### src/rtl/fpu_issue_ctrl_pkg.sv
// Shared types and defaults for the FPU issue/scoreboard/writeback controller.
package fpu_issue_ctrl_pkg;

    // Register file bank selector, shared with the decode stage.
    typedef enum logic {
        X_REG = 1'b0,
        F_REG = 1'b1
    } reg_bank_mux_t;

    localparam int FPU_DEPTH_DEFAULT        = 4;
    localparam int FPU_STARVE_LIMIT_DEFAULT = 4;
    localparam int FPU_TAG_W_DEFAULT        = $clog2(FPU_DEPTH_DEFAULT);

    typedef logic [FPU_TAG_W_DEFAULT-1:0] fpu_tag_t;

    // One in-flight FPU op: the destination it will eventually write.
    typedef struct packed {
        logic          valid;
        logic [4:0]    rd_addr;
        reg_bank_mux_t rd_bank;
    } fpu_slot_t;

    // Register identity compare; x0 in the integer bank is hardwired zero
    // and so can never create a dependency.
    function automatic logic reg_match(
        input logic [4:0] a_addr,
        input logic       a_bank,
        input logic [4:0] b_addr,
        input logic       b_bank
    );
        return (a_addr == b_addr) && (a_bank == b_bank) &&
               !((a_bank == X_REG) && (a_addr == 5'd0));
    endfunction

endpackage

### src/rtl/fpu_slot_table.sv
// In-flight FPU op table: allocation of free tags, set on issue, clear on
// writeback, lookup by returning tag, and the parallel hazard match against ID.
module fpu_slot_table
    import fpu_issue_ctrl_pkg::*;
#(
    parameter int DEPTH = FPU_DEPTH_DEFAULT,
    parameter int TAG_W = $clog2(DEPTH)
) (
    input  logic             i_clk,
    input  logic             i_rst,
    // set on issue
    input  logic             i_set_en,
    input  logic [TAG_W-1:0] i_set_idx,
    input  logic [4:0]       i_set_rd_addr,
    input  logic             i_set_rd_bank,
    // clear on writeback
    input  logic             i_clr_en,
    input  logic [TAG_W-1:0] i_clr_idx,
    // lookup by returning tag
    input  logic [TAG_W-1:0] i_look_idx,
    output logic             o_look_valid,
    output logic [4:0]       o_look_rd_addr,
    output logic             o_look_rd_bank,
    // hazard query from ID
    input  logic [2:0]       i_rs_valid,
    input  logic [14:0]      i_rs_addr,
    input  logic [2:0]       i_rs_bank,
    input  logic             i_rd_valid,
    input  logic [4:0]       i_rd_addr,
    input  logic             i_rd_bank,
    output logic             o_hit,
    // allocation status
    output logic [TAG_W-1:0] o_alloc,
    output logic             o_full,
    output logic             o_any_valid
);

    fpu_slot_t        w_slot [DEPTH];
    logic [DEPTH-1:0] w_valid;
    logic [DEPTH-1:0] w_match;

    for (genvar gi = 0; gi < DEPTH; gi++) begin : g_slot
        fpu_slot_t r_slot;

        // Slot register: issue writes it, writeback invalidates it.
        // Set and clear never target the same slot since alloc only picks invalid ones.
        always_ff @(posedge i_clk or posedge i_rst) begin
            if (i_rst) begin
                r_slot <= '0;
            end else if (i_set_en && (i_set_idx == TAG_W'(gi))) begin
                r_slot.valid   <= 1'b1;
                r_slot.rd_addr <= i_set_rd_addr;
                r_slot.rd_bank <= reg_bank_mux_t'(i_set_rd_bank);
            end else if (i_clr_en && (i_clr_idx == TAG_W'(gi))) begin
                r_slot.valid <= 1'b0;
            end
        end

        assign w_slot[gi]  = r_slot;
        assign w_valid[gi] = r_slot.valid;

        // RAW on any used source or WAW on rd against this slot's destination.
        assign w_match[gi] = r_slot.valid & (
            (i_rs_valid[0] & reg_match(i_rs_addr[4:0],   i_rs_bank[0], r_slot.rd_addr, r_slot.rd_bank)) |
            (i_rs_valid[1] & reg_match(i_rs_addr[9:5],   i_rs_bank[1], r_slot.rd_addr, r_slot.rd_bank)) |
            (i_rs_valid[2] & reg_match(i_rs_addr[14:10], i_rs_bank[2], r_slot.rd_addr, r_slot.rd_bank)) |
            (i_rd_valid    & reg_match(i_rd_addr,        i_rd_bank,    r_slot.rd_addr, r_slot.rd_bank)));
    end

    // Lowest-index free slot; scanning downward leaves the lowest one last.
    always_comb begin
        o_alloc = '0;
        for (int i = DEPTH - 1; i >= 0; i--) begin
            if (!w_valid[i]) begin
                o_alloc = TAG_W'(i);
            end
        end
    end

    assign o_full      = &w_valid;
    assign o_any_valid = |w_valid;
    assign o_hit       = |w_match;

    assign o_look_valid   = w_slot[i_look_idx].valid;
    assign o_look_rd_addr = w_slot[i_look_idx].rd_addr;
    assign o_look_rd_bank = w_slot[i_look_idx].rd_bank;

endmodule

### src/rtl/fpu_issue_ctrl.sv
// FPU issue controller: grants FPU ops from ID with a free tag, stalls ID on
// hazards against in-flight destinations, buffers one returning result and
// arbitrates it onto the shared writeback port behind the ALU/MEM pipeline.
module fpu_issue_ctrl
    import fpu_issue_ctrl_pkg::*;
#(
    parameter  int DEPTH        = FPU_DEPTH_DEFAULT,
    parameter  int STARVE_LIMIT = FPU_STARVE_LIMIT_DEFAULT,
    localparam int TAG_W        = $clog2(DEPTH)
) (
    input  logic             clk_i,
    input  logic             rst_i,
    input  logic             id_valid_i,
    input  logic [2:0]       id_rs_valid_i,
    input  logic [14:0]      id_rs_addr_i,
    input  logic [2:0]       id_rs_bank_i,
    input  logic             id_rd_valid_i,
    input  logic [4:0]       id_rd_addr_i,
    input  logic             id_rd_bank_i,
    input  logic             issue_req_i,
    input  logic             flush_i,
    output logic             issue_gnt_o,
    output logic             hazard_stall_o,
    output logic             fpu_req_o,
    output logic [TAG_W-1:0] fpu_tag_o,
    input  logic             fpu_gnt_i,
    input  logic             fpu_rvalid_i,
    input  logic [TAG_W-1:0] fpu_tag_i,
    input  logic [31:0]      fpu_result_i,
    input  logic [4:0]       fpu_flags_i,
    output logic             fpu_ready_o,
    input  logic             wb_alu_valid_i,
    output logic             wb_fpu_valid_o,
    output logic [4:0]       wb_fpu_addr_o,
    output logic             wb_fpu_bank_o,
    output logic [31:0]      wb_fpu_data_o,
    output logic [4:0]       wb_fpu_flags_o,
    output logic             wb_stall_o,
    output logic             busy_o
);

    localparam int CNT_W = $clog2(STARVE_LIMIT + 1);

    // hold buffer: one captured FPU result waiting for the writeback port
    logic             r_hold_v;
    logic [31:0]      r_hold_data;
    logic [4:0]       r_hold_flags;
    logic [4:0]       r_hold_rd_addr;
    logic             r_hold_rd_bank;
    logic [TAG_W-1:0] r_hold_tag;

    // starvation tracking
    logic [CNT_W-1:0] r_starve_cnt;
    logic             r_wb_stall;

    logic             w_tbl_hit;
    logic             w_hold_hit;
    logic             w_hit;
    logic             w_full;
    logic             w_any_valid;
    logic [TAG_W-1:0] w_alloc;
    logic             w_look_valid;
    logic [4:0]       w_look_rd_addr;
    logic             w_look_rd_bank;
    logic             w_fpu_req;
    logic             w_issue_gnt;
    logic             w_wb_fire;
    logic             w_fpu_ready;
    logic             w_capture;
    logic             w_busy;

    fpu_slot_table #(
        .DEPTH (DEPTH),
        .TAG_W (TAG_W)
    ) u_slot_table (
        .i_clk          (clk_i),
        .i_rst          (rst_i),
        .i_set_en       (w_issue_gnt),
        .i_set_idx      (w_alloc),
        .i_set_rd_addr  (id_rd_addr_i),
        .i_set_rd_bank  (id_rd_bank_i),
        .i_clr_en       (w_wb_fire),
        .i_clr_idx      (r_hold_tag),
        .i_look_idx     (fpu_tag_i),
        .o_look_valid   (w_look_valid),
        .o_look_rd_addr (w_look_rd_addr),
        .o_look_rd_bank (w_look_rd_bank),
        .i_rs_valid     (id_rs_valid_i),
        .i_rs_addr      (id_rs_addr_i),
        .i_rs_bank      (id_rs_bank_i),
        .i_rd_valid     (id_rd_valid_i),
        .i_rd_addr      (id_rd_addr_i),
        .i_rd_bank      (id_rd_bank_i),
        .o_hit          (w_tbl_hit),
        .o_alloc        (w_alloc),
        .o_full         (w_full),
        .o_any_valid    (w_any_valid)
    );

    // The hold buffer's slot is still valid, but it is matched directly too so
    // the hazard view never depends on slot/hold bookkeeping staying in step.
    assign w_hold_hit = r_hold_v & (
        (id_rs_valid_i[0] & reg_match(id_rs_addr_i[4:0],   id_rs_bank_i[0], r_hold_rd_addr, r_hold_rd_bank)) |
        (id_rs_valid_i[1] & reg_match(id_rs_addr_i[9:5],   id_rs_bank_i[1], r_hold_rd_addr, r_hold_rd_bank)) |
        (id_rs_valid_i[2] & reg_match(id_rs_addr_i[14:10], id_rs_bank_i[2], r_hold_rd_addr, r_hold_rd_bank)) |
        (id_rd_valid_i    & reg_match(id_rd_addr_i,        id_rd_bank_i,    r_hold_rd_addr, r_hold_rd_bank)));

    assign w_hit = w_tbl_hit | w_hold_hit;

    // Input-driven outputs are forced low while reset is held so that every
    // output reads 0 during reset, not only the registered ones.
    assign w_fpu_req   = ~rst_i & issue_req_i & id_valid_i & ~w_hit & ~w_full & ~flush_i;
    assign w_issue_gnt = w_fpu_req & fpu_gnt_i;

    assign w_wb_fire   = r_hold_v & ~wb_alu_valid_i;
    assign w_fpu_ready = ~rst_i & (~r_hold_v | w_wb_fire);

    // Returns whose tag names no live slot are dropped (stale after reset).
    assign w_capture = fpu_rvalid_i & w_fpu_ready & w_look_valid;
    assign w_busy    = w_any_valid | r_hold_v;

    assign issue_gnt_o    = w_issue_gnt;
    assign fpu_req_o      = w_fpu_req;
    assign fpu_tag_o      = w_alloc;
    assign hazard_stall_o = ~rst_i & id_valid_i & (w_hit | (issue_req_i & w_full));
    assign fpu_ready_o    = w_fpu_ready;

    assign wb_fpu_valid_o = w_wb_fire;
    assign wb_fpu_addr_o  = w_wb_fire ? r_hold_rd_addr : 5'd0;
    assign wb_fpu_bank_o  = w_wb_fire ? r_hold_rd_bank : 1'b0;
    assign wb_fpu_data_o  = w_wb_fire ? r_hold_data    : 32'd0;
    assign wb_fpu_flags_o = w_wb_fire ? r_hold_flags   : 5'd0;
    assign wb_stall_o     = r_wb_stall;
    assign busy_o         = w_busy;

    // Hold buffer: capture a result (possibly in the same cycle the old one drains).
    always_ff @(posedge clk_i or posedge rst_i) begin
        if (rst_i) begin
            r_hold_v       <= 1'b0;
            r_hold_data    <= '0;
            r_hold_flags   <= '0;
            r_hold_rd_addr <= '0;
            r_hold_rd_bank <= 1'b0;
            r_hold_tag     <= '0;
        end else if (w_capture) begin
            r_hold_v       <= 1'b1;
            r_hold_data    <= fpu_result_i;
            r_hold_flags   <= fpu_flags_i;
            r_hold_rd_addr <= w_look_rd_addr;
            r_hold_rd_bank <= w_look_rd_bank;
            r_hold_tag     <= fpu_tag_i;
        end else if (w_wb_fire) begin
            r_hold_v <= 1'b0;
        end
    end

    // Starvation counter: count lost arbitrations, raise wb_stall_o on the
    // edge the count reaches the limit, and drop both once the result drains.
    always_ff @(posedge clk_i or posedge rst_i) begin
        if (rst_i) begin
            r_starve_cnt <= '0;
            r_wb_stall   <= 1'b0;
        end else if (w_wb_fire) begin
            r_starve_cnt <= '0;
            r_wb_stall   <= 1'b0;
        end else if (r_hold_v && wb_alu_valid_i) begin
            if (r_starve_cnt != CNT_W'(STARVE_LIMIT)) begin
                r_starve_cnt <= r_starve_cnt + 1'b1;
            end
            if (r_starve_cnt == CNT_W'(STARVE_LIMIT - 1)) begin
                r_wb_stall <= 1'b1;
            end
        end
    end

    // A return naming a dead slot while ops are in flight is a protocol error;
    // with nothing in flight it is taken to be a stale return after reset.
    a_rvalid_tag_live: assert property (
        @(posedge clk_i) disable iff (rst_i)
        (fpu_rvalid_i && w_fpu_ready && w_busy) |-> w_look_valid
    );

endmodule

### config.mk
export PLATFORM = sky130hd
export DESIGN_NAME = fpu_issue_ctrl
export DESIGN_NICKNAME = d
export VERILOG_FILES = /design/src/rtl/fpu_issue_ctrl_pkg.sv /design/src/rtl/fpu_slot_table.sv /design/src/rtl/fpu_issue_ctrl.sv
export SDC_FILE = /design/constraint.sdc
export NUM_CORES = 1
export LEC_CHECK = 0
export ABC_CLOCK_PERIOD_IN_PS = 5700
export CORE_MARGIN = 5
export CORE_UTILIZATION = 55
export CTS_CLUSTER_DIAMETER = 200
export CTS_CLUSTER_SIZE = 24
export DETAILED_ROUTE_END_ITERATION = 16
export MAX_ROUTING_LAYER = met4
export PLACE_DENSITY = 0.87
export SLEW_MARGIN = 25
export SYNTH_ARGS = -nofsm -noshare
export SYNTH_HDL_FRONTEND = slang
export SYNTH_SLANG_ARGS = --single-unit
### constraint.sdc
create_clock -name clk_i -period 5.7 [get_ports clk_i]
set_input_delay 0.57 -clock clk_i [delete_from_list [all_inputs] [get_ports clk_i]]
set_output_delay 0.57 -clock clk_i [all_outputs]
set_load 0.05 [all_outputs]
# Word level (Yosys, flattened, before mapping)
# Index checks and enable logic that the tools add are counted.
# W data, S select, Z words.
[classes]
div_mod_pow = 0
n_shift = 0
eq_ne = 48
multipliers = 0
n_addsub = 1
order_cmp = 1
n_mux = 27
bitwise = 68
n_reduce_logical = 76
[ops]
columns = ["op", "count"]
rows = [
  ["$eq A5 B5 Y1", 20],
  ["$logic_and A1 B1 Y1", 53],
  ["$and A1 B1 Y1", 38],
  ["$mux W32", 1],
  ["$eq A1 B1 Y1", 20],
  ["$logic_not A5 Y1", 4],
  ["$or A1 B1 Y1", 19],
  ["$reduce_bool A2 Y1", 8],
  ["$bmux W7 S2", 1],
  ["$mux W1", 14],
  ["$mux W7", 2],
  ["$mux W5", 2],
  ["$not A1 Y1", 10],
  ["$mux W3", 3],
  ["$eq A2 B2 Y1 const B", 4],
  ["$mux W2", 4],
  ["$reduce_or A4 Y1", 2],
  ["$eq A2 B1 Y1 const B", 2],
  ["$logic_not A1 Y1", 4],
  ["$logic_not A2 Y1", 2],
  ["$reduce_and A2 Y1", 2],
  ["$reduce_and A4 Y1", 1],
  ["$add A3 B1 Y3 const B", 1],
  ["$eq A3 B2 Y1 const B", 1],
  ["other kinds (3)", 3],
]
[totals]
mem_bits_rw = 0
latchBits = 0
input_bits = 75
n_memories = 0
rom_bits = 0
reg_bits = 78
elab_cells = 241
output_inout_bits = 52

# Logic depth before layout (Yosys ltp)
[depth]
word_depth = 18
ltp_mapped = 8
ltp_nobuf = 7

# Cells and area by module
# Synthesis repeated with hierarchy kept, for this count alone.
[unflattened]
cells_unflattened = 504
hier_area_um2 = 5401.4
[modules_own_cells]
columns = ["mod", "area_per_inst_um2", "instances", "cells_each"]
rows = [
  ["fpu_issue_ctrl", 2702.6, 1, 231],
  ["fpu_slot_table", 2698.8, 1, 273],
]

# Worst setup path after synthesis
# OpenSTA, ideal clock, no wires.
[synth_path]
path_kind = "input -> register"
start = "input rst_i"
end = "register u_slot_table.g_slot[0].r_slot[0] (netlist bit)"
setup_time_ps = 125
slack_ps = 1548
required_ps = 5575
cell_stages = 6
path_buffers = 0
arrival_ps = 4027
cell_sequence = "inv_1 > nand2_1 > nor4b_1 > or4bb_1 > nor3_4 > mux2_2"
[synth_between]
elab_chain_len = 8
[synth_lines]
columns = ["element", "line", "text"]
rows = [
  ["from (decl)", "fpu_issue_ctrl.sv:12", "input logic rst_i,"],
  ["$not A1 Y1", "fpu_issue_ctrl.sv:112", "assign w_fpu_req = ~rst_i & issue_req_i & id_valid_i & ~w_hit & ~w_full & ~flush_i;"],
  ["$and A1 B1 Y1 (5 in a row)", "fpu_issue_ctrl.sv:112", ""],
  ["$and A1 B1 Y1", "fpu_issue_ctrl.sv:113", "assign w_issue_gnt = w_fpu_req & fpu_gnt_i;"],
  ["$logic_and A1 B1 Y1", "fpu_slot_table.sv:50", "end else if (i_set_en && (i_set_idx == TAG_W'(gi))) begin"],
  ["to (decl)", "fpu_slot_table.sv:43", "fpu_slot_t r_slot;"],
]
# Every way passes these cells.
# A chain may end at the register's enable or synchronous reset.

# Worst setup path after layout
[layout_path]
start = "input id_rd_addr_i[1]"
end = "output issue_gnt_o"
[layout_between]
elab_chain_len = 14
word_cells_on_any_way = 40
classes_between = "eq/ne (5); bitwise (21); reduce/logical (14)"
[layout_lines]
columns = ["element", "line", "text"]
rows = [
  ["from (decl)", "fpu_issue_ctrl.sv:18", "input logic [4:0] id_rd_addr_i,"],
  ["$logic_not A5 Y1", "fpu_issue_ctrl_pkg.sv:32", "!((a_bank == X_REG) && (a_addr == 5'd0));"],
  ["$logic_and A1 B1 Y1", "fpu_issue_ctrl_pkg.sv:32", ""],
  ["$logic_not A1 Y1", "fpu_issue_ctrl_pkg.sv:32", ""],
  ["$logic_and A1 B1 Y1", "fpu_issue_ctrl_pkg.sv:31", "return (a_addr == b_addr) && (a_bank == b_bank) &&"],
  ["$and A1 B1 Y1", "fpu_slot_table.sv:67", "(i_rd_valid & reg_match(i_rd_addr, i_rd_bank, r_slot.rd_addr, r_slot.rd_bank)));"],
  ["$or A1 B1 Y1", "fpu_slot_table.sv:66", "(i_rs_valid[2] & reg_match(i_rs_addr[14:10], i_rs_bank[2], r_slot.rd_addr, r_slot.rd_bank)) |"],
  ["$and A1 B1 Y1", "fpu_slot_table.sv:63", "assign w_match[gi] = r_slot.valid & ("],
  ["$reduce_or A4 Y1", "fpu_slot_table.sv:82", "assign o_hit = |w_match;"],
  ["$or A1 B1 Y1 *", "fpu_issue_ctrl.sv:108", "assign w_hit = w_tbl_hit | w_hold_hit;"],
  ["$not A1 Y1 *", "fpu_issue_ctrl.sv:112", ""],
  ["$and A1 B1 Y1 * (3 in a row)", "fpu_issue_ctrl.sv:112", ""],
  ["$and A1 B1 Y1 *", "fpu_issue_ctrl.sv:113", ""],
  ["to (decl)", "fpu_issue_ctrl.sv:22", "output logic issue_gnt_o,"],
]
# Mark *: on every way between the ends. The rest lies on a longest branch, timed or not.

==> summary.txt <==
Die
  • Num rows: 35
  • Core area: between 9000 and 10000 um^2
  • I/O pin cnt: 127
  • Die Area: 11700 um^2
  • Starting Density: 0.568
  • Die width: around 110 um
  • Die Ht: 108 um

Power and ir drop
  • Final Total Pwr: about 2.3 mW
  • Cell Int Power: approximately 1.4 mW
  • Clock share of power: 0.196
  • Sw Share: 0.392
  • Leak: ~2.7 nW
  • Power Dens Cells: ~340 nW/um^2
  • Flop pwr share: 0.448
  • Combinational share of power: 0.357
  • Switch Pwr: 0.883 mW
  • Peak supply drop: 0.254 mV

Yosys
  • Flop and latch count out of synthesis: slightly below 80
  • Post-Syn Area per Cell: approximately 11 um^2
  • Yosys Warn Count: 0
  • Mapped cell area: about 5300 um^2
  • Post-Syn Instances: approximately 500
  • Sequential area share after synthesis: 0.368
  • Net Count, Synth: roughly 580
  • Post-synthesis cell type count: 40

Cells and area
  • Share of layout cells above drive strength 1: 0.184
  • Diode count: 0
  • Finished Cell Area: around 6700 um^2
  • Most frequent cells in the layout: clkdlybuf4s50_1, xnor2_1, dfrtp_1, mux2_2, and2_1
  • Nets: 656
  • Core Util, Final: 0.720
  • Most common cell after layout, fill and taps aside: clkdlybuf4s50_1
  • Area Growth Syn to Fin: 26.6%

Outcome
  • Status: finished clean

Clock network
  • CTS Sinks: 78
  • CTS tree: yes
  • Postcts setup bufs: 0
  • Clk slew on worst S/H paths: about 0.10 ns
  • Worst skew pair latency: between 0.3 and 0.4 ns
  • Clk buf depth: 2
  • # H-tree levels: 3
  • Hold_buf cts: 0
  • Number of buffers created by CTS: 9
  • Root Buffer: clkbuf_8
  • # resized after CTS: 0

Worst setup path
  • CP max FO: 10
  • CP peak stage delay: 0.81 ns
  • Crit path kind: in -> out
  • Req. time, crit path: slightly above 5 ns
  • Critical-path cell list: clkdlybuf4s50_1 > or4_4 > o31ai_4 > nor4_1 > o41ai_1 > nand2_1 > nor2_1 > and3_1 > clkdlybuf4s50_1
  • Critical R2R Launch: u_slot_table.g_slot[0].r_slot[6]$_DFFE_PP0P_
  • Critical Path Start: id_rd_addr_i[1]
  • CP Data Arrival Time: roughly 4.3 ns
  • Worst setup EP type: output pin
  • Crit path top cell by count: clkdlybuf4s50_1
  • Worst path slowest cell: clkdlybuf4s50_1
  • CP startpoint kind: input pin

Detailed routing
  • Antenna-violating nets left: 0
  • Wirelength per Cell: between 20 and 25 um
  • DR DRC count: 0
  • Post-Route WL: about 17 mm
  • 1st-pass router iterations: 4
  • Initial DRC Count: about 320
  • Post-detailed-route via-to-cell ratio: a little under 6
  • Routed vias: about 4.1k

STA
  • Slew headroom: 0.441
  • Post-layout minimum cycle time: 4.89 ns
  • Hold Fails Final Rpt: 0
  • Final period utilization: 0.859
  • F_max: between 200 and 250 MHz
  • Setup Skew: about 0.013 ns
  • Final setup fails: 0
  • Max Slew Vio Count: 0
  • Setup TNS Final: 0 ns
  • Slew @ Worst Pin: around 0.83 ns
  • RSZ-0062 raised after global routing: no
  • Hold WS: approximately 0.5 ns

Global routing
  • Largest net degree at the start of global routing: 79
  • GRT Total Usage: 0.305
  • Initial antenna violation count: 0
  • Vias in the first global route: around 4.5k
  • Total gr overflow: 0
  • First-pass GRT wire length: around 26 mm

Place
  • Port-buffer cells: 126
  • GP Congestion: ~1.0
  • HPWL Detailed: approximately 12 mm
  • Cell Area, Placed: about 6500 um^2

Flow run
  • MaxCap Viol Count: 0

Worst hold path
  • Worst hold start: r_hold_data[18]$_DFFE_PP0P_
  • Hold Crit Class: reg -> reg
cells by family (layout without fill, tap and decap cells):
| kind of cell | Yosys count | after routing | share of synthesized area |
|---|---|---|---|
| fa+ha+maj | 3 | 3 | 0.00708 |
| compound gates | 26 | 26 | 0.0472 |
| xor+xnor | 120 | 120 | 0.198 |
| buf+inv | 71 | 150 | 0.0522 |
| flops | 78 | 78 | 0.368 |
| simple gates | 130 | 130 | 0.153 |
| mux | 76 | 76 | 0.174 |
area by class of cell:
cell class	count	area, um^2
inverter	5	18.8
timing repair buffer	129	1290
tap	129	161
clock buffer	9	124
clock inverter	7	80.1
sequential	78	1950
multi-input combinational	355	3090
fill	645	2620
state kept, by name (all words and copies together), names as in the netlist:
| signal | cells |
|---|---|
| wb_stall_o | 1 |
| r_hold_v | 1 |
| u_slot_table.g_slot.r_slot | 28 |
| r_hold_rd_bank | 1 |
| r_hold_tag | 2 |
| r_hold_rd_addr | 5 |
| r_hold_data | 32 |
| r_hold_flags | 5 |
| r_starve_cnt | 3 |
routing by layer:
layer	share of wire	global-route usage	vias to the layer above	routed length, um
li1	-	-	1856	-
met1	0.38	0.383	2040	6380
met2	0.50	0.501	203	8460
met3	0.096	0.0681	30	1620
met4	0.021	0.0803	0	354
met5	0	-	-	0
synth_stat cells (all sizes together):
| cell type | number | area (um^2) |
|---|---|---|
| ha | 3 | 37.5 |
| or4 | 5 | 41.3 |
| nor3b | 1 | 7.51 |
| o21ai | 7 | 35.0 |
| a21boi | 1 | 7.51 |
| a211oi | 2 | 15.0 |
| nand2b | 2 | 12.5 |
| mux2 | 69 | 777 |
| nor3 | 4 | 53.8 |
| nand3b | 1 | 7.51 |
| nor4 | 20 | 125 |
| and2 | 44 | 275 |
| nand2 | 15 | 56.3 |
| xor2 | 40 | 350 |
| o41ai | 5 | 73.8 |
| nor2b | 1 | 6.26 |
| mux2i | 1 | 10.0 |
| nor4b | 1 | 8.76 |
| xnor2 | 80 | 701 |
| inv | 5 | 18.8 |
| nand4 | 21 | 131 |
| nor2 | 6 | 22.5 |
| buf | 28 | 115 |
| mux4 | 6 | 135 |
| or4bb | 1 | 11.3 |
| clkbuf | 38 | 143 |
| a21oi | 4 | 20.0 |
| o31ai | 4 | 76.3 |
| a21o | 3 | 22.5 |
| and3 | 3 | 18.8 |
| nand4b | 1 | 8.76 |
| dfrtp | 78 | 1950 |
| nand3 | 4 | 25.0 |
metrics by stage:
step | cells | worst slack, ns
after detailed placement | 696 | 0.836
after global routing | 712 | 0.607
after global placement | 696 | 0.834
after floorplan | 504 | 1.55
final | 712 | 0.805
after CTS | 712 | 0.833
critical path, delay by kind of cell:
kind	cells	cell delay [ns]
compound gates	2	0.77
buf+inv	2	1.46
simple gates	5	1.53
power by group through the flow:
stage / Sequential (mW) / Clock (mW) / Combinational, mW
floorplan: 0.819 / 0 / 0.703
global placement: 0.995 / 0 / 0.774
detailed placement: 1.01 / 0 / 0.803
CTS: 1.00 / 0.447 / 0.811
global route: 1.03 / 0.479 / 0.869
finish: 1.01 / 0.440 / 0.804
path summary, 6_finish.rpt:
| path | cells after the start | endpoint | slack, ns |
|---|---|---|---|
| worst max register to register | 6 | u_slot_table.g_slot[0].r_slot[0]$_DFFE_PP0P_ | 2.81 |
| min in group asynchronous | 3 | wb_stall_o$_DFFE_PP0P_ | 0.78 |
| max in group asynchronous | 3 | r_hold_data[22]$_DFFE_PP0P_ | 4.42 |
| worst min register to register | 1 | r_hold_data[18]$_DFFE_PP0P_ | 0.51 |
| worst min-delay path | 1 | r_hold_data[18]$_DFFE_PP0P_ | 0.51 |
| worst max-delay path | 9 | issue_gnt_o | 0.81 |
Note: power is estimated with default switching activity, not from simulation.
